## config.mk

```make
export PLATFORM = sky130hd
export DESIGN_NAME = instruction_fetch_stage_flat
export DESIGN_NICKNAME = d
export VERILOG_FILES = /design/src/rtl/instruction_fetch_stage_if.sv /design/src/rtl/instruction_fetch_stage.sv /design/src/flat_wrapper.sv
export SDC_FILE = /design/constraint.sdc
export NUM_CORES = 1
export LEC_CHECK = 0
export CORE_MARGIN = 5
export CORE_UTILIZATION = 49
export DETAILED_ROUTE_END_ITERATION = 8
export PLACE_DENSITY_LB_ADDON = 0.05
export SYNTH_ARGS = -nofsm -noshare
export SYNTH_HDL_FRONTEND = slang
export SYNTH_SLANG_ARGS = --single-unit
```

## constraint.sdc

```tcl
create_clock -name clk -period 4.4 [get_ports clk]
set_clock_uncertainty 0.05 [all_clocks]
set_input_delay 0.88 -clock clk [delete_from_list [all_inputs] [get_ports clk]]
set_output_delay 0.88 -clock clk [all_outputs]
set_load 0.005 [all_outputs]
```

## src/rtl/instruction_fetch_stage_if.sv

```systemverilog
// Instruction memory bus between the fetch stage and a synchronous ROM.
// The fetch stage drives the word address; data returns one cycle later.
interface instruction_fetch_stage_if #(
  parameter int ADDR_WIDTH = 10
);
  logic [ADDR_WIDTH-1:0] imem_addr;
  logic [31:0]           imem_rdata;

  modport master (
    output imem_addr,
    input  imem_rdata
  );

  modport slave (
    input  imem_addr,
    output imem_rdata
  );
endinterface

```

## src/rtl/instruction_fetch_stage.sv

```systemverilog
// MIPS fetch stage: PC, IF/ID register, stall/flush, EOP halt and
// single-step control for the debug unit.
module instruction_fetch_stage #(
  parameter int ADDR_WIDTH = 10
) (
  input  logic        clk,
  input  logic        reset_n,
  input  logic        run_mode,
  input  logic        step,
  input  logic        stall,
  input  logic        branch_taken,
  input  logic [31:0] branch_target,
  instruction_fetch_stage_if.master imem,
  output logic [31:0] pc,
  output logic [31:0] if_id_instr,
  output logic [5:0]  if_id_opcode,
  output logic [5:0]  if_id_funct,
  output logic [31:0] if_id_pc_plus4,
  output logic        if_id_valid,
  output logic        halted,
  output logic [31:0] fetch_count
);

  typedef enum logic [1:0] {
    S_BOOT,
    S_RUN,
    S_STEP,
    S_HALT
  } state_t;

  state_t      r_state;
  state_t      w_state_nxt;
  state_t      w_mode_st;
  logic [31:0] r_pc;
  logic [31:0] r_instr;
  logic [31:0] r_pc4;
  logic        r_valid;
  logic [31:0] r_count;
  logic        r_step_pend;
  logic        w_advance;
  logic        w_eop;
  logic [31:0] w_pc_plus4;
  logic [31:0] w_next_pc;

  assign w_mode_st  = run_mode ? S_RUN : S_STEP;
  assign w_pc_plus4 = r_pc + 32'd4;

  assign w_advance = !stall &&
    ((r_state == S_RUN) ||
     ((r_state == S_STEP) && (step || r_step_pend)));

  // A taken branch squashes the EOP, so it never halts.
  assign w_eop = w_advance && !branch_taken &&
    (imem.imem_rdata[31:26] == 6'h3f);

  always_comb begin
    w_next_pc = r_pc;
    unique case (1'b1)
      branch_taken:
        w_next_pc = branch_target;
      (w_advance && !branch_taken):
        w_next_pc = w_pc_plus4;
      default:
        w_next_pc = r_pc;
    endcase
  end

  // Addressing with next-PC keeps rdata aligned to the registered PC.
  assign imem.imem_addr = w_next_pc[ADDR_WIDTH+1:2];

  always_ff @(posedge clk or negedge reset_n) begin
    if (!reset_n) r_state <= S_BOOT;
    else          r_state <= w_state_nxt;
  end

  always_comb begin
    w_state_nxt = r_state;
    unique case (r_state)
      S_BOOT:
        w_state_nxt = w_mode_st;
      S_RUN, S_STEP:
        w_state_nxt = w_eop ? S_HALT : w_mode_st;
      S_HALT:
        w_state_nxt = branch_taken ? w_mode_st : S_HALT;
      default:
        w_state_nxt = S_BOOT;
    endcase
  end

  always_comb begin
    halted         = (r_state == S_HALT);
    pc             = r_pc;
    if_id_instr    = r_instr;
    if_id_opcode   = r_instr[31:26];
    if_id_funct    = r_instr[5:0];
    if_id_pc_plus4 = r_pc4;
    if_id_valid    = r_valid;
    fetch_count    = r_count;
  end

  always_ff @(posedge clk or negedge reset_n) begin
    if (!reset_n) begin
      r_pc <= 32'd0;
    end else begin
      r_pc <= w_next_pc;
    end
  end

  always_ff @(posedge clk or negedge reset_n) begin
    if (!reset_n) begin
      r_step_pend <= 1'b0;
    end else if (w_advance || w_eop) begin
      r_step_pend <= 1'b0;
    end else if ((r_state == S_STEP) && step && stall) begin
      r_step_pend <= 1'b1;
    end
  end

  always_ff @(posedge clk or negedge reset_n) begin
    if (!reset_n) begin
      r_instr <= 32'd0;
      r_pc4   <= 32'd0;
      r_valid <= 1'b0;
      r_count <= 32'd0;
    end else if (branch_taken) begin
      r_instr <= 32'd0;
      r_valid <= 1'b0;
    end else if (stall) begin
      r_instr <= r_instr;
    end else if (w_advance) begin
      r_instr <= imem.imem_rdata;
      r_pc4   <= w_pc_plus4;
      r_valid <= 1'b1;
      r_count <= r_count + 32'd1;
    end else begin
      r_instr <= 32'd0;
      r_valid <= 1'b0;
    end
  end

endmodule

```

## src/flat_wrapper.sv

```systemverilog
// flat-port wrapper written by rule: the top's interface ports become plain ports
module instruction_fetch_stage_flat 
#(
  parameter int ADDR_WIDTH = 10
)
  (clk, reset_n, run_mode, step, stall, branch_taken, branch_target, pc, if_id_instr, if_id_opcode, if_id_funct, if_id_pc_plus4, if_id_valid, halted, fetch_count, imem_imem_addr, imem_imem_rdata);
  instruction_fetch_stage_if #(.ADDR_WIDTH(ADDR_WIDTH)) imem_i ();
  input  logic clk;
  input  logic reset_n;
  input  logic run_mode;
  input  logic step;
  input  logic stall;
  input  logic branch_taken;
  input  logic [31:0] branch_target;
  output logic [31:0] pc;
  output logic [31:0] if_id_instr;
  output logic [5:0] if_id_opcode;
  output logic [5:0] if_id_funct;
  output logic [31:0] if_id_pc_plus4;
  output logic if_id_valid;
  output logic halted;
  output logic [31:0] fetch_count;
  output wire logic [$bits(imem_i.imem_addr)-1:0] imem_imem_addr;
  input wire logic [$bits(imem_i.imem_rdata)-1:0] imem_imem_rdata;
  assign imem_imem_addr = imem_i.imem_addr;
  assign imem_i.imem_rdata = imem_imem_rdata;
  instruction_fetch_stage #(.ADDR_WIDTH(ADDR_WIDTH)) u_core (.clk(clk), .reset_n(reset_n), .run_mode(run_mode), .step(step), .stall(stall), .branch_taken(branch_taken), .branch_target(branch_target), .imem(imem_i), .pc(pc), .if_id_instr(if_id_instr), .if_id_opcode(if_id_opcode), .if_id_funct(if_id_funct), .if_id_pc_plus4(if_id_pc_plus4), .if_id_valid(if_id_valid), .halted(halted), .fetch_count(fetch_count));
endmodule
```

# Yosys cells after proc, flatten, opt, wreduce, memory -nomap -nowiden
# Cells that the tools add are included.
[classes] n_addsub=2 eq_ne=5 mux=13 bitwise_logic=2 n_reduce_logical=16
[op_table] op="2-to-1 mux 32 bit" n=3
[op_table] op="one-hot mux 32 bit (2 select lines)" n=1
[op_table] op="adder 32 x 1 -> 32 bit, second input constant" n=1
[op_table] op="adder 32 x 3 -> 32 bit, second input constant" n=1
[op_table] op="== test 6 bit, second input constant" n=1
[op_table] op="logical AND 1 bit" n=6
[op_table] op="2-to-1 mux 2 bit" n=3
[op_table] op="one-hot mux 2 bit (3 select lines)" n=1
[op_table] op="2-to-1 mux 1 bit" n=5
[op_table] op="== test 2 bit, second input constant" n=2
[op_table] op="nonzero test 2 bit" n=2
[op_table] op="logical OR 1 bit" n=3
[op_table] op="AND reduction 3 bit" n=1
[op_table] op="== test 2 x 1 -> 1 bit, second input constant" n=1
[op_table] op="zero test 1 bit" n=2
[op_table] op="zero test 2 bit" n=1
[op_table] op="!= test 2 x 1 -> 1 bit, second input constant" n=1
[op_table] op="inverter 1 bit" n=2
[op_table] op="OR reduction 2 bit" n=1
[totals] regBits=132 in_bits=70 out_inout_bits=152

# Depth between registers and ports, before layout
# Gate-level depths: netlist of the first run.
[depth] ltp_word=8 ltp_mapped=9 mapped_depth_nobuf=7

# Worst setup path after synthesis of the first run
# No wires, ideal clock.
[synth_timing] path_type="input to output" startpoint="input stall" endpoint="output imem_imem_addr[7]" arrival_ns=2.121 required_time_ns=3.470 slack_ns=1.349 stages=7 n_path_buf=2 path_cell_list="o21bai_2 nor2_2 buf_2 nand2_1 xor2_1 o21ai_0 buf_4"
[synth_between] elab_chain_cells=4
[synth_rtl] item="start, declared" line_no="flat_wrapper.sv:12" rtl="input logic stall;"
[synth_rtl] item="zero test 1 bit" line_no="instruction_fetch_stage.sv:48" rtl="assign w_advance = !stall &&"
[synth_rtl] item="logical AND 1 bit" line_no="instruction_fetch_stage.sv:48"
[synth_rtl] item="logical AND 1 bit" line_no="instruction_fetch_stage.sv:61" rtl="(w_advance && !branch_taken):"
[synth_rtl] item="one-hot mux 32 bit (2 select lines)" line_no="instruction_fetch_stage.sv:58" rtl="unique case (1'b1)"
[synth_rtl] item="end, declared" line_no="flat_wrapper.sv:23" rtl="output wire logic [$bits(imem_i.imem_addr)-1:0] imem_imem_addr;"
# No other way between the ends.

# Worst setup path after layout of the first run
[layout_timing] startpoint="input stall" endpoint="output imem_imem_addr[8]"
# Same word-level chain as after synthesis.

==> qor.yml, run 1 <==
run_status:
  status: "completed"
power_and_ir_drop:
  total_power_uw: 4020
  vdd_ir_drop_max_mv: 0.295
  p_per_area_nw_per_um2: 441
  p_leak_uw: 0.00388
placement:
  port_buffers: 221
  globalplace.congestion: 0.852
  hpwl_microns: 12800
timing:
  hold_violations: 0
  setup_viol_count_final: 0
  timing.slew.headroom_pct: 13.0
  fmax_ghz: 0.249
  setup_tns_ns: 0
  slew_viol_final: 0
  fin_crit_sh_pct: 91.2
  worst_pin_slew_ns: 1.30
  rsz0062_at_grt: "no"
  min_period_ns: 4.01
routing:
  route.detailed.drc: 0
  ant_nets: 0
  dr.pass1.iters: 5
  drt_first_iter_violations: 334
  vias: 5225
  vias_per_cell: 5.28
  wl_per_cell_microns: 17.6
  postRouteWirelength_microns: 17400
die:
  fp.dieH_microns: 124
  core-area_sq_um: 12700
  dieArea_sq_um: 15400
  die_x_microns: 124
  ioPinCount: 222
  rows: 41
  start_util_pct: 50.2
clock_tree:
  cts_buffers: 17
  htree_levels: 4
  clk_latency_ns: 0.41
  clk_pin_slew_worst_paths_ns: 0.06
  holdBufCountCts: 0
  cts_tree: "built"
  clockRootBuffer: "clkbuf_16"
  cts_buffer_depth: 2
  post_cts_buffers: 0
  postCtsResizedCells: 0
  cts_sinks: 132
worst_setup_path:
  ff2ff_path_depth: 5
  worst_r2r_endpoint: "u_core.if_id_pc_plus4[31]"
  cp.buffers_inverters: 2
  critPathTopFamily: "buffers and inverters"
  crit_chain: "clkdlybuf4s50_1 > o21bai_2 > nor2_2 > nand4_1 > xor2_1 > o21ai_0 > clkdlybuf4s50_1"
  end_kind: "output pin"
  critPathMostFrequentCell: "clkdlybuf4s50_1"
  worstPathArrival_ns: 3.08
  setup.worst_path.start_class: "input port"
  cpMaxStageDelayCell: "clkdlybuf4s50_1"
  crit_fanout: 8
  timing.rr.start: "u_core.pc[11]"
  required_ns: 3.47
  slowest_delay_ns: 0.56
  critical_path_class: "in2out"
  reg2reg_slack_ns: 1.83
min_path:
  worstHoldPathType: "reg2reg"
  hp-start: "u_core.fetch_count[31]"
  hold_depth: 1
  min_to: "u_core.fetch_count[31]"
global_route:
  grt_pass1_vias: 5335
  overflow: 0
  grt.total_usage_pct: 23.3
  antenna_found_initial: 0
  grt_max_degree: 84
  grt_pass1_wl_microns: 27700
flow_run:
  max_cap_viol_count: 0
yosys:
  synth_area_sq_um: 6360
  synth_area_leaders: "dfrtp_1 (52%), xor2_1 (6.7%), nand2_1 (5.6%)"
  synth-seq-cells: 132
  synth_nets: 689
  synth_top_area_cell: "dfrtp_1"
  synth.avg_cell_area_sq_um: 10.4
  async_flop_share_pct: 100
  synthCells: 613
  ys.flop_type: "dfrtp_1"
  yosysUniqueCellTypes: 42
  synth_top_cell_area_share_pct: 51.9
  synth_edf_count: 0
  ys_seq_area_share_pct: 51.9
  ys_warn_count: 0
cells_and_area:
  fin_nets: 880
  area.growth.synth_to_final_pct: 43.3
  layout-drive-gt1-share_pct: 7.47
  layout_commonest_cell: "clkdlybuf4s50_1"
  most-common-layout-cells: "clkdlybuf4s50_1 (219), dfrtp_1 (132), nand2_1 (95), xor2_1 (49), o21ai_0 (48)"
  diodes: 0
  num-fill-cells: 978
==> power by group <==
group / switching [uW] / internal, uW
clock: 522 / 880
combinational: 410 / 597
sequential: 179 / 1430
total: 1110 / 2910
==> per-stage QoR <==
stage                     instance area [sq um]  worst slack [ns]  hold WS [ns]  instances  util (%)
after floorplan                            6360              1.35         0.408        613         -
after global placement                     8520             0.460         0.410        957      67.3
after detailed placement                   8520             0.374         0.416        957      67.3
after CTS                                  9120             0.363         0.431        989      72.0
after global routing                       9120             0.206         0.439        989      72.0
final                                      9120             0.386         0.428        989      72.0
==> how the worst max path moves through the flow <==
stage / cells past startpoint / endpoint / startpoint / slack, ns
2_1_floorplan: 7 / imem_imem_addr[7] / stall / 1.35
3_3_place_gp: 7 / imem_imem_addr[8] / stall / 0.46
3_5_place_dp: 7 / imem_imem_addr[8] / stall / 0.37
4_1_cts: 7 / imem_imem_addr[8] / stall / 0.36
5_1_grt: 7 / imem_imem_addr[8] / stall / 0.21
6_report: 7 / imem_imem_addr[8] / stall / 0.39
==> area by class of cell <==
class | instances | area (sq um) | area share, %
inverter | 5 | 18.8 | 0.206
multi-input combinational | 419 | 2720 | 29.8
clock inverter | 11 | 128 | 1.40
clock buffer | 21 | 470 | 5.16
sequential | 132 | 3300 | 36.2
tap | 172 | 215 | 2.36
timing repair buffer | 229 | 2270 | 24.9
==> sequential cells by signal, summed over array words and instances, names as in the netlist <==
signal	cells
u_core.fetch_count	32
u_core.if_id_instr	32
u_core.if_id_pc_plus4	32
u_core.pc	32
u_core.r_state	2
u_core.if_id_valid	1
u_core.r_step_pend	1
==> worst reg2reg max path, stage by stage (launching register included) <==
cell	delay, ns
dfrtp_1	0.52
nand3_1	0.27
nor2_1	0.74
nand4_1	0.40
or3_1	0.44
nand3_1	0.09
==> cell usage after synthesis (3+ instances only) <==
| cell type | count |
|---|---|
| nand3_1 | 35 |
| nor3_4 | 3 |
| xor2_1 | 49 |
| mux2_2 | 4 |
| and3_1 | 17 |
| ha_1 | 6 |
| nor3_1 | 5 |
| dfrtp_1 | 132 |
| nor2_1 | 16 |
| xnor2_1 | 37 |
| a22o_1 | 32 |
| o21ai_0 | 48 |
| nand4_1 | 30 |
| nand2_1 | 95 |
| buf_4 | 25 |
| o21ai_1 | 8 |
| nor2b_1 | 3 |
| inv_1 | 5 |
| and4_1 | 3 |
| clkbuf_1 | 17 |
| and2_1 | 4 |
| buf_2 | 13 |
==> metal layers <==
metal  track usage (%)  vias to the layer above  share of wire [%]
li1                  -                     2488                  -
met1              30.9                     2522                 42
met2              37.3                      197                 48
met3              7.27                       18                8.7
met4              6.43                        0                1.0
met5                 0                        -                  0
==> logic make-up (layout without fill, tap and decap cells) <==
logic type      count (synthesis)  count (layout)  share of synthesized area (%)
compound gates                 93              93                           9.44
xor+xnor                       86              86                           11.8
mux                             5               5                          0.865
buf+inv                        62             266                           5.52
simple gates                  229             229                           19.3
flops                         132             132                           51.9
fa+ha+maj                       6               6                           1.18
No activity file was read; power rests on OpenSTA's default activity.
==> run 2: changes to the inputs <==
==> constraint.sdc (replaced) <==
create_clock -name clk -period 4.9 [get_ports clk]
set_clock_uncertainty 0.05 [all_clocks]
set_input_delay 0.98 -clock clk [delete_from_list [all_inputs] [get_ports clk]]
set_output_delay 0.98 -clock clk [all_outputs]
set_load 0.005 [all_outputs]
==> run 2 against run 1 <==
  * Sequential share of layout area grew 0.070 points
  * Clock-buffer cell count is 2 lower
  * Die area is the same
  * Combinational power fell by 11%
  * Via count fell by 0.25%
  * Worst setup slack improved by 0.16 ns
  * Critical path depth unchanged
  * First-iteration DRC count rose by 0.30%
  * Non-clock buffer count down 4
  * Global-route usage decreased by 0.12 points
  * Total power fell by 9.4%
==> qor.yml, run 2 (synthesis results as in run 1) <==
timing:
  worst_pin_slew_ns: 1.29  # -0.00952 ns
  timing.slew.headroom_pct: 13.6  # +0.64 points
  fmax_ghz: 0.230
  hold_violations: 0  # unchanged
  rsz0062_at_grt: "no"
  setup_viol_count_final: 0  # unchanged
  min_period_ns: 4.36
  setup_ws_ns: 0.544  # +0.158 ns
  setup_tns_ns: 0  # unchanged
  slew_viol_final: 0  # unchanged
  fin_crit_sh_pct: 88.9
  fin_hold_ws_ns: 0.429  # +0.000593 ns
placement:
  post_dp_cell_area_sq_um: 8490  # -0.35%
  pre_cts_ws_ns: 0.533  # +0.159 ns
  hpwl_microns: 12600  # -1.3%
  globalplace.congestion: 0.849  # -0.32%
  port_buffers: 221  # unchanged
die:
  dieArea_sq_um: 15400  # unchanged
  ioPinCount: 222  # unchanged
  rows: 41  # unchanged
  die_x_microns: 124  # unchanged
  core-area_sq_um: 12700  # unchanged
  start_util_pct: 50.2  # unchanged
  fp.dieH_microns: 124  # unchanged
worst_setup_path:
  required_ns: 3.87  # +0.40 ns
  end_kind: "output pin"
  critical_path_class: "in2out"
  worstPathArrival_ns: 3.33  # +0.25 ns
  crit_fanout: 8  # unchanged
  setup.worst_path.start_class: "input port"
cells_and_area:
  fin_nets: 876  # -0.45%
  num-fill-cells: 987  # +0.92%
  area.growth.synth_to_final_pct: 43.1
  postLayoutCellArea_sq_um: 9100  # -0.19%
  regArea_sq_um: 3300  # unchanged
  layout_commonest_cell: "clkdlybuf4s50_1"
  multi_input_area_sq_um: 2720  # unchanged
  diodes: 0  # unchanged
  layout-drive-gt1-share_pct: 7.13  # -0.33 points
  most-common-layout-cells: "clkdlybuf4s50_1 (219), dfrtp_1 (132), nand2_1 (95), xor2_1 (49), o21ai_0 (48)"
global_route:
  grt.total_usage_pct: 23.2  # -0.12 points
  grt_pass1_vias: 5352  # +0.32%
  grt_pass1_wl_microns: 27600  # -0.30%
  antenna_found_initial: 0  # unchanged
  grt_max_degree: 102  # +21%
  overflow: 0  # unchanged
routing:
  wl_met3_microns: 1470  # -2.9%
  top_layer: "met4"
  route.detailed.drc: 0  # unchanged
  wl_per_cell_microns: 17.7  # +0.40%
  vias_per_cell: 5.29  # +0.16%
  wl_met1_microns: 7150  # -2.5%
  dr.pass1.iters: 4  # -1
  ant_nets: 0  # unchanged
  met2_length_microns: 8550  # +2.1%
  vias: 5212  # -0.25%
  postRouteWirelength_microns: 17400  # about the same
  drt_first_iter_violations: 335  # +0.30%
clock_tree:
  cts_buffer_depth: 2  # unchanged
  cts_buffers: 17  # unchanged
  clk_latency_ns: 0.41  # about the same
  post_cts_buffers: 0  # unchanged
  cts_sinks: 132  # unchanged
  holdBufCountCts: 0  # unchanged
  cts_tree: "built"
  clockRootBuffer: "clkbuf_16"
  htree_levels: 4  # unchanged
  clk_pin_slew_worst_paths_ns: 0.05  # about the same
  postCtsResizedCells: 0  # unchanged
flow_run:
  max_cap_viol_count: 0  # unchanged
power_and_ir_drop:
  p_per_area_nw_per_um2: 400  # -9.2%
  vdd_ir_drop_max_mv: 0.261  # -12%
  p_leak_uw: 0.00386  # -0.36%
min_path:
  worstHoldPathType: "reg2reg"
run_status:
  status: "completed"
==> run 2: through the flow <==
stage	instances	power (uW)	util, %
after floorplan	613	1790	-
after global placement	953	2350	67.0
after detailed placement	953	2380	67.0
after CTS	985	3690	71.9
after global routing	985	3830	71.9
final	985	3650	71.9
==> run 2: final timing paths <==
| kind | startpoint | to | slack (ns) | depth (start not counted) |
|---|---|---|---|---|
| min in group asynchronous | reset_n | u_core.if_id_pc_plus4[26] | 0.60 | 1 |
| hold reg to reg | u_core.if_id_pc_plus4[4] | u_core.if_id_pc_plus4[4] | 0.43 | 2 |
| setup reg to reg | u_core.r_state[1] | u_core.fetch_count[3] | 2.28 | 7 |
| hold / removal | u_core.if_id_pc_plus4[4] | u_core.if_id_pc_plus4[4] | 0.43 | 2 |
| max in group asynchronous | reset_n | u_core.pc[26] | 3.20 | 2 |
| setup / recovery | step | imem_imem_addr[3] | 0.54 | 7 |
==> run 2: area by class of cell <==
type	count	share of cell area, %
flip-flops and latches	132	36.3
well taps	172	2.36
inverters	5	0.206
clock buffers	19	4.97
multi-input cells	419	29.9
repair buffers	225	24.6
clock inverters	13	1.73
==> run 2: report_power, final <==
group          internal, uW  switching [uW]  total (uW)
clock                   824             473        1300
sequential             1290             160        1450
combinational           532             369         900
==> run 2: per-layer routing <==
metal	up-vias	track usage [%]
li1	2473	-
met4	0	7.94
met2	179	37.5
met3	21	7.58
met1	2539	29.4
met5	-	0
==> run 2: critical path, cell delays in order <==
cell and delay [ns]:
clkdlybuf4s50_1 0.44, nor3_2 0.33, or2_1 0.51, nor2_1 0.13
xnor2_1 0.15, o21ai_0 0.22, clkdlybuf4s50_1 0.56
==> run 3: changes to the inputs <==
--- a/config.mk
+++ b/config.mk
@@ -5,7 +5,7 @@
 export SDC_FILE = /design/constraint.sdc
 export NUM_CORES = 1
 export LEC_CHECK = 0
-export CORE_MARGIN = 5
+export CORE_MARGIN = 2
 export CORE_UTILIZATION = 49
 export DETAILED_ROUTE_END_ITERATION = 8
 export PLACE_DENSITY_LB_ADDON = 0.05
==> run 3 against run 2 <==
  * Die area shrank 9.4%
  * Via count is 1.1% lower
  * Hold slack got worse by 0.012 ns
  * Combinational power hardly changed
==> qor.yml, run 3 (synthesis results as in run 1) <==
global_route:
  grt.total_usage_pct: 24.5  # +1.3 points
  grt_pass1_wl_microns: 27200  # -1.4%
  overflow: 0  # unchanged
  grt_max_degree: 102  # unchanged
  grt_pass1_vias: 5235  # -2.2%
  antenna_found_initial: 0  # unchanged
worst_setup_path:
  cp.buffers_inverters: 2  # unchanged
  reg2reg_slack_ns: 2.26  # -0.02 ns
  ff2ff_path_depth: 8  # +1
  crit_chain: "clkdlybuf4s50_1 > o21bai_2 > nor2_2 > nand4_1 > xor2_1 > o21ai_0 > clkdlybuf4s50_1"
  crit_fanout: 8  # unchanged
  timing.rr.start: "u_core.r_state[1]"
  critPathTopFamily: "buffers and inverters"
  end_kind: "output pin"
  setup.worst_path.start_class: "input port"
  cpMaxStageDelayCell: "clkdlybuf4s50_1"
  worst_r2r_endpoint: "u_core.fetch_count[3]"
  required_ns: 3.87  # about the same
  slowest_delay_ns: 0.54  # -0.02 ns
  critical_path_class: "in2out"
  worstPathArrival_ns: 3.24  # -0.09 ns
  critPathMostFrequentCell: "clkdlybuf4s50_1"
clock_tree:
  post_cts_buffers: 0  # unchanged
  clk_pin_slew_worst_paths_ns: 0.06  # about the same
  clockRootBuffer: "clkbuf_16"
  cts_sinks: 132  # unchanged
  holdBufCountCts: 0  # unchanged
  postCtsResizedCells: 0  # unchanged
  cts_buffer_depth: 2  # unchanged
  cts_buffers: 17  # unchanged
  htree_levels: 4  # unchanged
  cts_tree: "built"
  clk_latency_ns: 0.41  # about the same
timing:
  fmax_ghz: 0.234  # +2.1%
  hold_violations: 0  # unchanged
  rsz0062_at_grt: "no"
  setup_viol_count_final: 0  # unchanged
  slew_viol_final: 0  # unchanged
  setup_tns_ns: 0  # unchanged
  fin_crit_sh_pct: 87.1  # -1.8 points
  worst_pin_slew_ns: 1.28  # -0.0146 ns
  timing.slew.headroom_pct: 14.6  # +0.98 points
  min_period_ns: 4.27  # -0.0892 ns
die:
  dieArea_sq_um: 13900  # -9.4%
  rows: 41  # unchanged
  core-area_sq_um: 12700  # unchanged
  fp.dieH_microns: 118  # -4.8%
  die_x_microns: 118  # -4.8%
  start_util_pct: 50.2  # unchanged
  ioPinCount: 222  # unchanged
cells_and_area:
  final_core_util_pct: 71.7  # -0.15 points
  most-common-layout-cells: "clkdlybuf4s50_1 (219), dfrtp_1 (132), nand2_1 (95), xor2_1 (49), o21ai_0 (48)"
  layout-drive-gt1-share_pct: 6.64  # -0.49 points
  fin_nets: 877  # +0.11%
  area.growth.synth_to_final_pct: 42.8
  diodes: 0  # unchanged
  layout_commonest_cell: "clkdlybuf4s50_1"
min_path:
  worstHoldPathType: "reg2reg"
  hp-start: "u_core.fetch_count[31]"
  min_to: "u_core.fetch_count[31]"
  hold_depth: 1  # -1
power_and_ir_drop:
  p_leak_uw: 0.00385  # -0.37%
  p_per_area_nw_per_um2: 397  # -0.90%
  vdd_ir_drop_max_mv: 0.272  # +4.1%
  total_power_uw: 3600  # -1.1%
routing:
  ant_nets: 0  # unchanged
  postRouteWirelength_microns: 16800  # -3.3%
  route.detailed.drc: 0  # unchanged
  vias_per_cell: 5.23  # -1.1%
  dr.pass1.iters: 4  # unchanged
  drt_first_iter_violations: 337  # +0.60%
  vias: 5154  # -1.1%
  wl_per_cell_microns: 17.1  # -3.3%
run_status:
  status: "completed"
placement:
  port_buffers: 221  # unchanged
  hpwl_microns: 11900  # -5.2%
  globalplace.congestion: 0.828  # -2.5%
flow_run:
  max_cap_viol_count: 0  # unchanged
[run 3: metal layers]
layer	part of all wire, %	vias to the layer above	routed length (microns)	global-route usage, %
met2	47	162	7890	37.4
met1	45	2506	7580	33.3
met5	0	-	0	0
met4	1.0	0	169	7.45
li1	-	2471	-	-
met3	7.0	15	1180	8.09
[run 3: power breakdown]
group	internal [uW]	leakage, uW	total (uW)	switching (uW)
sequential	1290	0.00172	1440	156
combinational	534	0.00186	900	367
clock	808	0.000272	1260	452
[run 3: worst register-to-register path, stage by stage (launching register included)]
cell and delay (ns):
dfrtp_1 0.40, inv_1 0.08, ha_1 0.21, o21bai_2 0.16, or2_1 0.29, buf_4 0.20
nor2_4 0.73, and3_1 0.30, xor2_1 0.14
[run 3: cell type report]
class | count | area, sq um
clock inverter | 9 | 130
timing repair buffer | 226 | 2250
clock buffer | 22 | 454
multi-input combinational | 419 | 2720
sequential | 132 | 3300
inverter | 5 | 18.8
fill | 1016 | 3580
tap | 172 | 215
[run 3: metrics by stage]
step                      hold slack (ns)  setup slack [ns]  cell area (sq um)  instances
after floorplan                     0.408              1.65               6360        613
after detailed placement            0.416             0.651               8500        954
after global routing                0.444             0.557               9090        985
after global placement              0.409             0.751               8500        954
after CTS                           0.424             0.653               9090        985
final                               0.417             0.633               9090        985
[run 3: worst max-delay path by stage]
stage | from | endpoint | slack (ns) | cells after the start
final | stall | imem_imem_addr[8] | 0.63 | 7
after global routing | stall | imem_imem_addr[7] | 0.56 | 7
after CTS | stall | imem_imem_addr[8] | 0.65 | 7
after detailed placement | stall | imem_imem_addr[8] | 0.65 | 7
after global placement | stall | imem_imem_addr[8] | 0.75 | 7
after floorplan | stall | imem_imem_addr[7] | 1.65 | 7
